===== config.mk =====
export PLATFORM = sky130hd
export DESIGN_NAME = vga_sync_rx_flat
export DESIGN_NICKNAME = d
export VERILOG_FILES = /design/src/rtl/vga_sync_rx_pkg.sv /design/src/rtl/vga_sync_rx_if.sv /design/src/rtl/vga_sync_rx_edge_det.sv /design/src/rtl/vga_sync_rx.sv /design/src/flat_wrapper.sv
export SDC_FILE = /design/constraint.sdc
export NUM_CORES = 1
export LEC_CHECK = 0
export CORE_ASPECT_RATIO = 0.8
export CORE_MARGIN = 8
export CORE_UTILIZATION = 51
export DETAILED_ROUTE_END_ITERATION = 10
export PLACE_DENSITY = 0.81
export SYNTH_ARGS = -nofsm -noshare
export SYNTH_HDL_FRONTEND = slang
export SYNTH_HIERARCHICAL = 1
export SYNTH_SLANG_ARGS = --single-unit

===== constraint.sdc =====
create_clock -name clk -period 3.21 [get_ports clk]
set_clock_uncertainty 0.05 [all_clocks]
set_input_delay 0.642 -clock clk [delete_from_list [all_inputs] [get_ports clk]]
set_output_delay 0.642 -clock clk [all_outputs]
set_load 0.05 [all_outputs]

===== src/rtl/vga_sync_rx_pkg.sv =====
// Shared VGA timing constants and receiver lock-state encoding.
package vga_sync_rx_pkg;

  localparam int unsigned HPIXELS_DEF     = 800;
  localparam int unsigned VLINES_DEF      = 521;
  localparam int unsigned HPULSE_DEF      = 96;
  localparam int unsigned VPULSE_DEF      = 2;
  localparam int unsigned HBP_DEF         = 144;
  localparam int unsigned HFP_DEF         = 784;
  localparam int unsigned VBP_DEF         = 31;
  localparam int unsigned VFP_DEF         = 511;
  localparam int unsigned LOCK_FRAMES_DEF = 2;

  // Position counters are 10 bits and stop at all-ones.
  localparam logic [9:0] CNT_MAX = '1;

  typedef enum logic [1:0] {
    ST_UNLOCKED,
    ST_ACQUIRE,
    ST_LOCKED
  } sync_state_e;

endpackage


===== src/rtl/vga_sync_rx_if.sv =====
// Pixel-stream bundle between a VGA source and the sync receiver.
interface vga_sync_rx_if;
  logic       pix_en;
  logic       hsync;
  logic       vsync;
  logic [2:0] red;
  logic [2:0] green;
  logic [1:0] blue;
  logic       pix_valid;
  logic [9:0] x;
  logic [9:0] y;
  logic       de;
  logic [2:0] red_o;
  logic [2:0] green_o;
  logic [1:0] blue_o;
  logic       locked;
  logic       frame_start;
  logic       err;
  logic [7:0] err_cnt;

  modport master (
    output pix_en, hsync, vsync, red, green, blue,
    input  pix_valid, x, y, de, red_o, green_o, blue_o,
    input  locked, frame_start, err, err_cnt
  );

  modport slave (
    input  pix_en, hsync, vsync, red, green, blue,
    output pix_valid, x, y, de, red_o, green_o, blue_o,
    output locked, frame_start, err, err_cnt
  );
endinterface


===== src/rtl/vga_sync_rx_edge_det.sv =====
// Two-stage sampler for one sync line with rise/fall detection on stage two.
module vga_edge_det (
  input  logic clk,
  input  logic clr_n,
  input  logic en_i,
  input  logic d_i,
  output logic fall_o,
  output logic rise_o
);
  logic s1_q, s2_q, prev_q;

  // Shift the sync line in on each strobe; idle level is high.
  always_ff @(posedge clk or negedge clr_n) begin
    if (!clr_n) begin
      s1_q   <= 1'b1;
      s2_q   <= 1'b1;
      prev_q <= 1'b1;
    end else if (en_i) begin
      s1_q   <= d_i;
      s2_q   <= s1_q;
      prev_q <= s2_q;
    end
  end

  assign fall_o = prev_q & ~s2_q;
  assign rise_o = ~prev_q & s2_q;
endmodule


===== src/rtl/vga_sync_rx.sv =====
// VGA sync receiver: recovers position, active area and lock status.
module vga_sync_rx
  import vga_sync_rx_pkg::*;
#(
  parameter int unsigned HPIXELS     = HPIXELS_DEF,
  parameter int unsigned VLINES      = VLINES_DEF,
  parameter int unsigned HPULSE      = HPULSE_DEF,
  parameter int unsigned VPULSE      = VPULSE_DEF,
  parameter int unsigned HBP         = HBP_DEF,
  parameter int unsigned HFP         = HFP_DEF,
  parameter int unsigned VBP         = VBP_DEF,
  parameter int unsigned VFP         = VFP_DEF,
  parameter int unsigned LOCK_FRAMES = LOCK_FRAMES_DEF
) (
  input logic          clk,
  input logic          clr_n,
  vga_sync_rx_if.slave bus
);
  localparam logic [9:0] H_LAST  = 10'(HPIXELS - 1);
  localparam logic [9:0] V_LAST  = 10'(VLINES - 1);
  localparam logic [9:0] H_PULSE = 10'(HPULSE);
  localparam logic [9:0] V_PULSE = 10'(VPULSE);
  localparam logic [9:0] H_BP    = 10'(HBP);
  localparam logic [9:0] H_FP    = 10'(HFP);
  localparam logic [9:0] V_BP    = 10'(VBP);
  localparam logic [9:0] V_FP    = 10'(VFP);
  localparam logic [7:0] CNT_TOP = 8'(LOCK_FRAMES - 1);

  logic        h_fall, h_rise, v_fall, v_rise;
  logic [7:0]  col1_q, col2_q;
  logic [9:0]  hc_q, hc_d, vc_q, vc_d;
  sync_state_e state_q, state_d;
  logic [7:0]  frm_q, frm_d;
  logic        dirty_q, dirty_d, hchk_q, hchk_d, vchk_q, vchk_d;
  logic        viol, de_d;
  logic        pix_valid_q, de_q, locked_q, fs_q, err_q;
  logic [9:0]  x_q, y_q;
  logic [7:0]  col_q, err_cnt_q;

  vga_edge_det u_hs (.clk(clk), .clr_n(clr_n), .en_i(bus.pix_en), .d_i(bus.hsync),
                     .fall_o(h_fall), .rise_o(h_rise));
  vga_edge_det u_vs (.clk(clk), .clr_n(clr_n), .en_i(bus.pix_en), .d_i(bus.vsync),
                     .fall_o(v_fall), .rise_o(v_rise));

  // Colour follows the same two-stage pipe as the syncs.
  always_ff @(posedge clk or negedge clr_n) begin
    if (!clr_n) begin
      col1_q <= '0;
      col2_q <= '0;
    end else if (bus.pix_en) begin
      col1_q <= {bus.red, bus.green, bus.blue};
      col2_q <= col1_q;
    end
  end

  // Position counters, violation detection and active-area decode.
  always_comb begin
    hc_d = hc_q;
    vc_d = vc_q;
    if (bus.pix_en) begin
      if (h_fall)                hc_d = '0;
      else if (hc_q != CNT_MAX)  hc_d = hc_q + 10'd1;
      if (v_fall)                          vc_d = '0;
      else if (h_fall && vc_q != CNT_MAX)  vc_d = vc_q + 10'd1;
    end
    viol = bus.pix_en && ((h_fall && hchk_q && hc_q != H_LAST) ||
                          (h_rise && hc_d != H_PULSE) ||
                          (v_fall && vchk_q && vc_q != V_LAST) ||
                          (v_rise && vc_d != V_PULSE) ||
                          (hc_d == CNT_MAX && hc_q != CNT_MAX));
    de_d = (hc_d >= H_BP) && (hc_d < H_FP) && (vc_d >= V_BP) && (vc_d < V_FP);
  end

  // Lock FSM; a violation at a vsync fall spoils the ending frame but not the new one.
  always_comb begin
    state_d = state_q;
    frm_d   = frm_q;
    dirty_d = dirty_q;
    hchk_d  = hchk_q | (bus.pix_en & h_fall);
    vchk_d  = vchk_q | (bus.pix_en & v_fall);
    if (bus.pix_en) begin
      unique case (state_q)
        ST_UNLOCKED: begin
          if (v_fall) begin
            state_d = ST_ACQUIRE;
            frm_d   = '0;
            dirty_d = 1'b0;
          end
        end
        ST_ACQUIRE: begin
          if (viol) begin
            frm_d   = '0;
            dirty_d = ~v_fall;
          end else if (v_fall) begin
            if (dirty_q)               dirty_d = 1'b0;
            else if (frm_q == CNT_TOP) state_d = ST_LOCKED;
            else                       frm_d   = frm_q + 8'd1;
          end
        end
        ST_LOCKED: begin
          if (viol) begin
            state_d = ST_UNLOCKED;
            hchk_d  = 1'b0;
            vchk_d  = 1'b0;
          end
        end
        default: state_d = ST_UNLOCKED;
      endcase
    end
  end

  // Counter and FSM state registers.
  always_ff @(posedge clk or negedge clr_n) begin
    if (!clr_n) begin
      hc_q    <= '0;
      vc_q    <= '0;
      state_q <= ST_UNLOCKED;
      frm_q   <= '0;
      dirty_q <= 1'b0;
      hchk_q  <= 1'b0;
      vchk_q  <= 1'b0;
    end else begin
      hc_q    <= hc_d;
      vc_q    <= vc_d;
      state_q <= state_d;
      frm_q   <= frm_d;
      dirty_q <= dirty_d;
      hchk_q  <= hchk_d;
      vchk_q  <= vchk_d;
    end
  end

  // Registered outputs; pulses last the single clk after the completing strobe.
  always_ff @(posedge clk or negedge clr_n) begin
    if (!clr_n) begin
      pix_valid_q <= 1'b0;
      x_q         <= '0;
      y_q         <= '0;
      de_q        <= 1'b0;
      col_q       <= '0;
      locked_q    <= 1'b0;
      fs_q        <= 1'b0;
      err_q       <= 1'b0;
      err_cnt_q   <= '0;
    end else begin
      pix_valid_q <= bus.pix_en;
      fs_q        <= bus.pix_en & v_fall;
      err_q       <= viol;
      locked_q    <= (state_d == ST_LOCKED);
      if (viol && err_cnt_q != 8'hFF) err_cnt_q <= err_cnt_q + 8'd1;
      if (bus.pix_en) begin
        de_q  <= de_d;
        x_q   <= de_d ? hc_d - H_BP : '0;
        y_q   <= de_d ? vc_d - V_BP : '0;
        col_q <= de_d ? col2_q : '0;
      end
    end
  end

  assign bus.pix_valid   = pix_valid_q;
  assign bus.x           = x_q;
  assign bus.y           = y_q;
  assign bus.de          = de_q;
  assign bus.red_o       = col_q[7:5];
  assign bus.green_o     = col_q[4:2];
  assign bus.blue_o      = col_q[1:0];
  assign bus.locked      = locked_q;
  assign bus.frame_start = fs_q;
  assign bus.err         = err_q;
  assign bus.err_cnt     = err_cnt_q;
endmodule


===== src/flat_wrapper.sv =====
// flat-port wrapper written by rule: the top's interface ports become plain ports
module vga_sync_rx_flat import vga_sync_rx_pkg::*;
#(
  parameter int unsigned HPIXELS     = HPIXELS_DEF,
  parameter int unsigned VLINES      = VLINES_DEF,
  parameter int unsigned HPULSE      = HPULSE_DEF,
  parameter int unsigned VPULSE      = VPULSE_DEF,
  parameter int unsigned HBP         = HBP_DEF,
  parameter int unsigned HFP         = HFP_DEF,
  parameter int unsigned VBP         = VBP_DEF,
  parameter int unsigned VFP         = VFP_DEF,
  parameter int unsigned LOCK_FRAMES = LOCK_FRAMES_DEF
)
  (clk, clr_n, bus_pix_en, bus_hsync, bus_vsync, bus_red, bus_green, bus_blue, bus_pix_valid, bus_x, bus_y, bus_de, bus_red_o, bus_green_o, bus_blue_o, bus_locked, bus_frame_start, bus_err, bus_err_cnt);
  vga_sync_rx_if bus_i ();
  input logic clk;
  input logic clr_n;
  input wire logic [$bits(bus_i.pix_en)-1:0] bus_pix_en;
  input wire logic [$bits(bus_i.hsync)-1:0] bus_hsync;
  input wire logic [$bits(bus_i.vsync)-1:0] bus_vsync;
  input wire logic [$bits(bus_i.red)-1:0] bus_red;
  input wire logic [$bits(bus_i.green)-1:0] bus_green;
  input wire logic [$bits(bus_i.blue)-1:0] bus_blue;
  output wire logic [$bits(bus_i.pix_valid)-1:0] bus_pix_valid;
  output wire logic [$bits(bus_i.x)-1:0] bus_x;
  output wire logic [$bits(bus_i.y)-1:0] bus_y;
  output wire logic [$bits(bus_i.de)-1:0] bus_de;
  output wire logic [$bits(bus_i.red_o)-1:0] bus_red_o;
  output wire logic [$bits(bus_i.green_o)-1:0] bus_green_o;
  output wire logic [$bits(bus_i.blue_o)-1:0] bus_blue_o;
  output wire logic [$bits(bus_i.locked)-1:0] bus_locked;
  output wire logic [$bits(bus_i.frame_start)-1:0] bus_frame_start;
  output wire logic [$bits(bus_i.err)-1:0] bus_err;
  output wire logic [$bits(bus_i.err_cnt)-1:0] bus_err_cnt;
  assign bus_i.pix_en = bus_pix_en;
  assign bus_i.hsync = bus_hsync;
  assign bus_i.vsync = bus_vsync;
  assign bus_i.red = bus_red;
  assign bus_i.green = bus_green;
  assign bus_i.blue = bus_blue;
  assign bus_pix_valid = bus_i.pix_valid;
  assign bus_x = bus_i.x;
  assign bus_y = bus_i.y;
  assign bus_de = bus_i.de;
  assign bus_red_o = bus_i.red_o;
  assign bus_green_o = bus_i.green_o;
  assign bus_blue_o = bus_i.blue_o;
  assign bus_locked = bus_i.locked;
  assign bus_frame_start = bus_i.frame_start;
  assign bus_err = bus_i.err;
  assign bus_err_cnt = bus_i.err_cnt;
  vga_sync_rx #(.HPIXELS(HPIXELS), .VLINES(VLINES), .HPULSE(HPULSE), .VPULSE(VPULSE), .HBP(HBP), .HFP(HFP), .VBP(VBP), .VFP(VFP), .LOCK_FRAMES(LOCK_FRAMES)) u_core (.clk(clk), .clr_n(clr_n), .bus(bus_i));
endmodule

==> flow_summary.rst, run 1 <==
.. list-table::
   :header-rows: 1

   * - Metric
     - Value
   * - Synthesized Nets
     - ~500
   * - Final Power
     - 3990 uW
   * - Diodes inserted
     - 0
   * - Hold_buf cts
     - 0
   * - Minimum period implied by the final worst setup slack
     - between 3000 and 4000 ps
   * - Top delay family on crit path
     - simple AND/OR/NAND/NOR gates
   * - Antenna-violating nets left
     - 0
   * - Chip width
     - 128 um
   * - Detailed router's first-iteration violation count
     - 461
   * - Final Hold Viols
     - 0
   * - Post-detailed-route wirelength per cell
     - between 15 and 20 um
   * - Root Buffer Master
     - sky130_fd_sc_hd__clkbuf_16
   * - Status
     - completed
   * - CP Max Fanout
     - 6
   * - Class of the tightest hold or removal check
     - in2async
   * - Multiplexer area fraction after synthesis
     - 0.0595
   * - Total Nets Final
     - 602
   * - Main combinational cell family by area after synthesis
     - compound AO/OA/AOI/OAI gates
   * - Placed wire-length estimate
     - 9420 um
   * - Yosys synthesis warning count
     - 6
   * - Register clock-pin slew on the reported worst setup and hold paths
     - about 70 ps
   * - Overflow after GRT
     - 0
   * - H-tree levels
     - 3
   * - Maximum root-to-sink buffer count
     - 2
   * - Skew-Pair Late Insertion Delay
     - between 300 and 400 ps
   * - Worst Setup End Kind
     - register
   * - Setup Crit Path Kind
     - reg2reg
   * - Area occupied by registers
     - 0.00241 mm2
   * - Inst Count DP
     - 697
   * - Worst slew margin relative to its limit
     - 0.641
   * - Vias post-DR
     - 4383
   * - Fraction of the mapped netlist area in simple logic gates
     - 0.179
   * - Count of boundary I/O pins
     - 54
   * - Per-instance average area after synthesis
     - 10.6 um2
   * - Area Growth Syn to Fin
     - 28.3%
   * - Crit path top cell by count
     - sky130_fd_sc_hd__and3_1
   * - Row Count
     - 32
   * - Post-route fraction of the period consumed by the critical path
     - 0.972
   * - Combined area of the multi-input logic cells
     - roughly 0.0026 mm2
   * - Die Footprint
     - 0.0135 mm2
   * - 1st-pass router iterations
     - 6
   * - Post-synthesis share of cell area spent on full adders, half adders and majority gates
     - 0.0294
   * - Maximum operating frequency
     - 321 MHz
   * - CTS tree
     - yes
   * - Element type at the critical path start
     - register
   * - Fillers
     - 737
   * - Number of setup violations in the final report
     - 0
   * - Power density over the cells
     - 609 mW/mm2
   * - DRT Wirelength
     - about 14000 um
   * - Routability congestion estimate from global placement
     - about 0.90
   * - Share of async-settable or async-resettable flops after synthesis
     - 1.00
   * - Post-synthesis sequential area ratio
     - 0.471
   * - Synthesized instance count
     - 484
   * - Distinct cells, synth
     - 76
   * - Number of standard cells in the final layout excluding fillers
     - ~720
   * - Initial core utilization
     - 0.528
   * - Worst-Margin Slew
     - approximately 540 ps
   * - Post-Synth XOR/XNOR Area
     - 0.0274
   * - Largest stage delay on the critical path
     - approximately 540 ps
   * - Fraction of layout instances using a drive strength above 1
     - 0.259
   * - Total leakage power
     - 0.00279 uW
   * - Count of state elements after synthesis
     - 96
   * - Via count of the first global-routing pass
     - 4417
   * - Worst EP required
     - roughly 3400 ps
   * - Largest net degree at the start of global routing
     - 42
   * - Synthesized-area fraction occupied by ao, oa, aoi and oai cells
     - 0.187
   * - Count of pins over their slew limit
     - 0
   * - Worst Path Buf+Inv
     - 3
   * - Number of antenna violations at the first check in global routing
     - 0
   * - Cell area after technology mapping
     - 0.00511 mm2
   * - Number of clock buffers inserted by TritonCTS
     - 9
   * - Global Route Usage Sum
     - 0.209
   * - Via density
     - roughly 6
   * - Max-cap violations
     - 0
   * - First-pass GRT wire length
     - around 23000 um
   * - Cells traversed along the worst timing path
     - nor2b_2 > buf_6 > and3_1 > a211oi_2 > and3_1 > inv_1 > ha_1 > o21ai_0 > nor4_2 > a21boi_4 > buf_4 > nor3_1 > nand2_1 > a221o_1
   * - Cell with the biggest individual delay on the critical path
     - sky130_fd_sc_hd__dfstp_2
   * - Clock sinks
     - 96
   * - Input/output buffers
     - 53
   * - Number of enable flip-flop cells after synthesis
     - 0
   * - Arrival time at the worst endpoint
     - 3300 ps
   * - Main synth FF type
     - sky130_fd_sc_hd__dfrtp_1
   * - Peak ir drop on the vdd network
     - between 0.3 and 0.4 mV
   * - Height of the chip
     - around 110 um
   * - Core area
     - around 0.0097 mm2
   * - Post-route DRC violation count
     - 0
-- repair_timing --
item | 4_1_cts | 5_1_grt
gates resized for setup | 7 | 22
cloned | 0 | 1
pin swaps | 3 | 12
buffers inserted | 4 | 0
setup endpoints to repair | 5 | 20
-- placed cells by master (no fill, tap or decap), types with 5 or more instances in the layout --
master | synthesis | layout
sky130_fd_sc_hd__nor3_1 | 7 | 7
sky130_fd_sc_hd__xor2_1 | 6 | 6
sky130_fd_sc_hd__dfstp_2 | 6 | 6
sky130_fd_sc_hd__xnor2_1 | 10 | 10
sky130_fd_sc_hd__o211ai_1 | 5 | 5
sky130_fd_sc_hd__nand2_1 | 46 | 45
sky130_fd_sc_hd__buf_4 | 2 | 55
sky130_fd_sc_hd__and3_1 | 13 | 11
sky130_fd_sc_hd__inv_1 | 14 | 13
sky130_fd_sc_hd__dfrtp_1 | 90 | 88
sky130_fd_sc_hd__o21ai_0 | 15 | 15
sky130_fd_sc_hd__nor2_1 | 15 | 15
sky130_fd_sc_hd__nand4_1 | 13 | 13
sky130_fd_sc_hd__ha_1 | 12 | 11
sky130_fd_sc_hd__a31oi_1 | 15 | 14
sky130_fd_sc_hd__a21oi_1 | 14 | 13
sky130_fd_sc_hd__nor2b_1 | 8 | 6
sky130_fd_sc_hd__and2_1 | 6 | 6
sky130_fd_sc_hd__mux2_2 | 23 | 23
sky130_fd_sc_hd__o2bb2ai_1 | 24 | 24
sky130_fd_sc_hd__clkdlybuf4s50_1 | 0 | 51
sky130_fd_sc_hd__a21o_1 | 5 | 5
sky130_fd_sc_hd__clkbuf_16 | 0 | 9
sky130_fd_sc_hd__nand3_1 | 23 | 22
-- Yosys cell counts (2+ instances only) --
library cell                 n  area [um2]
sky130_fd_sc_hd__and4_1      5        43.8
sky130_fd_sc_hd__buf_4       2        15.0
sky130_fd_sc_hd__nor2b_1     8        50.1
sky130_fd_sc_hd__or3_1       3        18.8
sky130_fd_sc_hd__a311oi_1    3        26.3
sky130_fd_sc_hd__a211oi_1    5        37.5
sky130_fd_sc_hd__mux2i_1     2        20.0
sky130_fd_sc_hd__inv_1      14        52.6
sky130_fd_sc_hd__dfstp_2     6         158
sky130_fd_sc_hd__a41oi_1     2        17.5
sky130_fd_sc_hd__a22oi_1     2        15.0
sky130_fd_sc_hd__nor4_1      6        37.5
sky130_fd_sc_hd__clkbuf_1   16        60.1
sky130_fd_sc_hd__xor2_1      6        52.6
sky130_fd_sc_hd__buf_6       5        56.3
sky130_fd_sc_hd__nor4b_1     2        17.5
sky130_fd_sc_hd__ha_1       12         150
sky130_fd_sc_hd__and4b_1     2        20.0
sky130_fd_sc_hd__nand3_1    23         115
sky130_fd_sc_hd__o2bb2ai_1  24         210
sky130_fd_sc_hd__xnor2_1    10        87.6
sky130_fd_sc_hd__and3_1     13        81.3
sky130_fd_sc_hd__dfrtp_1    90        2250
sky130_fd_sc_hd__a31oi_1    15        93.8
sky130_fd_sc_hd__mux2_2     23         259
sky130_fd_sc_hd__buf_2       5        25.0
sky130_fd_sc_hd__o32ai_2     5        81.3
sky130_fd_sc_hd__a21o_1      5        37.5
sky130_fd_sc_hd__nor3_1      7        35.0
sky130_fd_sc_hd__o211ai_1    5        37.5
sky130_fd_sc_hd__o21ai_0    15        75.1
sky130_fd_sc_hd__clkinv_1    2        7.51
sky130_fd_sc_hd__nand4_1    13        81.3
sky130_fd_sc_hd__a21oi_1    14        70.1
sky130_fd_sc_hd__o41ai_1     3        26.3
sky130_fd_sc_hd__nand2b_1    3        18.8
sky130_fd_sc_hd__nor2_1     15        56.3
sky130_fd_sc_hd__and2_1      6        37.5
sky130_fd_sc_hd__or2_2       2        12.5
sky130_fd_sc_hd__nand2_1    46         173
sky130_fd_sc_hd__o31ai_1     4        30.0
-- worst reg2reg max path, cell delays in order (launching register included) --
cell	delay, ps
sky130_fd_sc_hd__dfstp_2	540
sky130_fd_sc_hd__nor2b_2	170
sky130_fd_sc_hd__buf_6	140
sky130_fd_sc_hd__and3_1	230
sky130_fd_sc_hd__a211oi_2	100
sky130_fd_sc_hd__and3_1	210
sky130_fd_sc_hd__inv_1	60
sky130_fd_sc_hd__ha_1	130
sky130_fd_sc_hd__o21ai_0	90
sky130_fd_sc_hd__nor4_2	270
sky130_fd_sc_hd__a21boi_4	140
sky130_fd_sc_hd__buf_4	160
sky130_fd_sc_hd__nor3_1	340
sky130_fd_sc_hd__nand2_1	90
sky130_fd_sc_hd__a221o_1	310
-- report_power, final --
part           internal (uW)  switching [uW]  leakage, uW  total, uW
Sequential              1390             215      0.00121       1610
Clock                    629             523     0.000154       1150
Combinational            535             699      0.00142       1230
Total                   2560            1440      0.00279       3990
-- metrics by stage --
step                      TNS (ps)  worst slack, ps  instance area, um2  hold WS (ps)  utilization
final                            0             90.2                6560           195        0.677
after global routing          -183            -67.8                6560           224        0.677
after CTS                        0             24.7                6460           208        0.667
after detailed placement      -682             -103                6070           423        0.626
after global placement       -1.85            -1.85                6070           423        0.626
after floorplan                  0             17.5                5120           296            -
-- flip-flops by register name, indices dropped and copies added (netlist names), 8 cells and up --
| register | cells |
|---|---|
| u_core/vc_q | 10 |
| u_core/col_q | 8 |
| u_core/col1_q | 8 |
| u_core/col2_q | 8 |
| u_core/bus.y | 10 |
| u_core/bus.err_cnt | 8 |
| u_core/hc_q | 10 |
| u_core/bus.x | 10 |
| u_core/frm_q | 8 |
-- per-layer routing --
metal  routed length (um)  share of wire  global-route usage
met1                 6020           0.43               0.269
met2                 6580           0.47               0.329
met3                  955          0.069              0.0554
met5                    0              0                   0
met4                  303          0.022              0.0847
-- final timing paths --
kind	start	to	slack, ps	cells past startpoint
min	clr_n	u_core/hc_q[0]	200	1
max	u_core/u_hs/prev_q	u_core/state_q[0]	90	14
min in group clk	u_core/bus.de	u_core/bus.de	450	1
max reg2reg	u_core/u_hs/prev_q	u_core/state_q[0]	90	14
max in group asynchronous	clr_n	u_core/frm_q[2]	2240	2
min reg2reg	u_core/bus.de	u_core/bus.de	450	1
-- kinds of logic (layout without fill, tap and decap cells) --
family	Yosys count	after routing
xor+xnor	16	16
buf+inv	47	145
simple gates	166	166
mux	27	27
flops	96	96
fa+ha+maj	12	12
compound gates	120	120
-- area by class of cell --
| type | instances | area share |
|---|---|---|
| sequential | 96 | 0.368 |
| tap | 136 | 0.0259 |
| multi-input combinational | 341 | 0.395 |
| inverter | 17 | 0.00973 |
| clock inverter | 7 | 0.0151 |
| timing repair buffer | 112 | 0.152 |
| clock buffer | 9 | 0.0343 |
No activity file was read; power rests on OpenSTA's default activity.
==> run 2: changes to the inputs <==
Settings changed: SLEW_MARGIN set to 20.
==> results of run 2 <==
No change in the layout: final DEF, timing and power equal those of run 1.
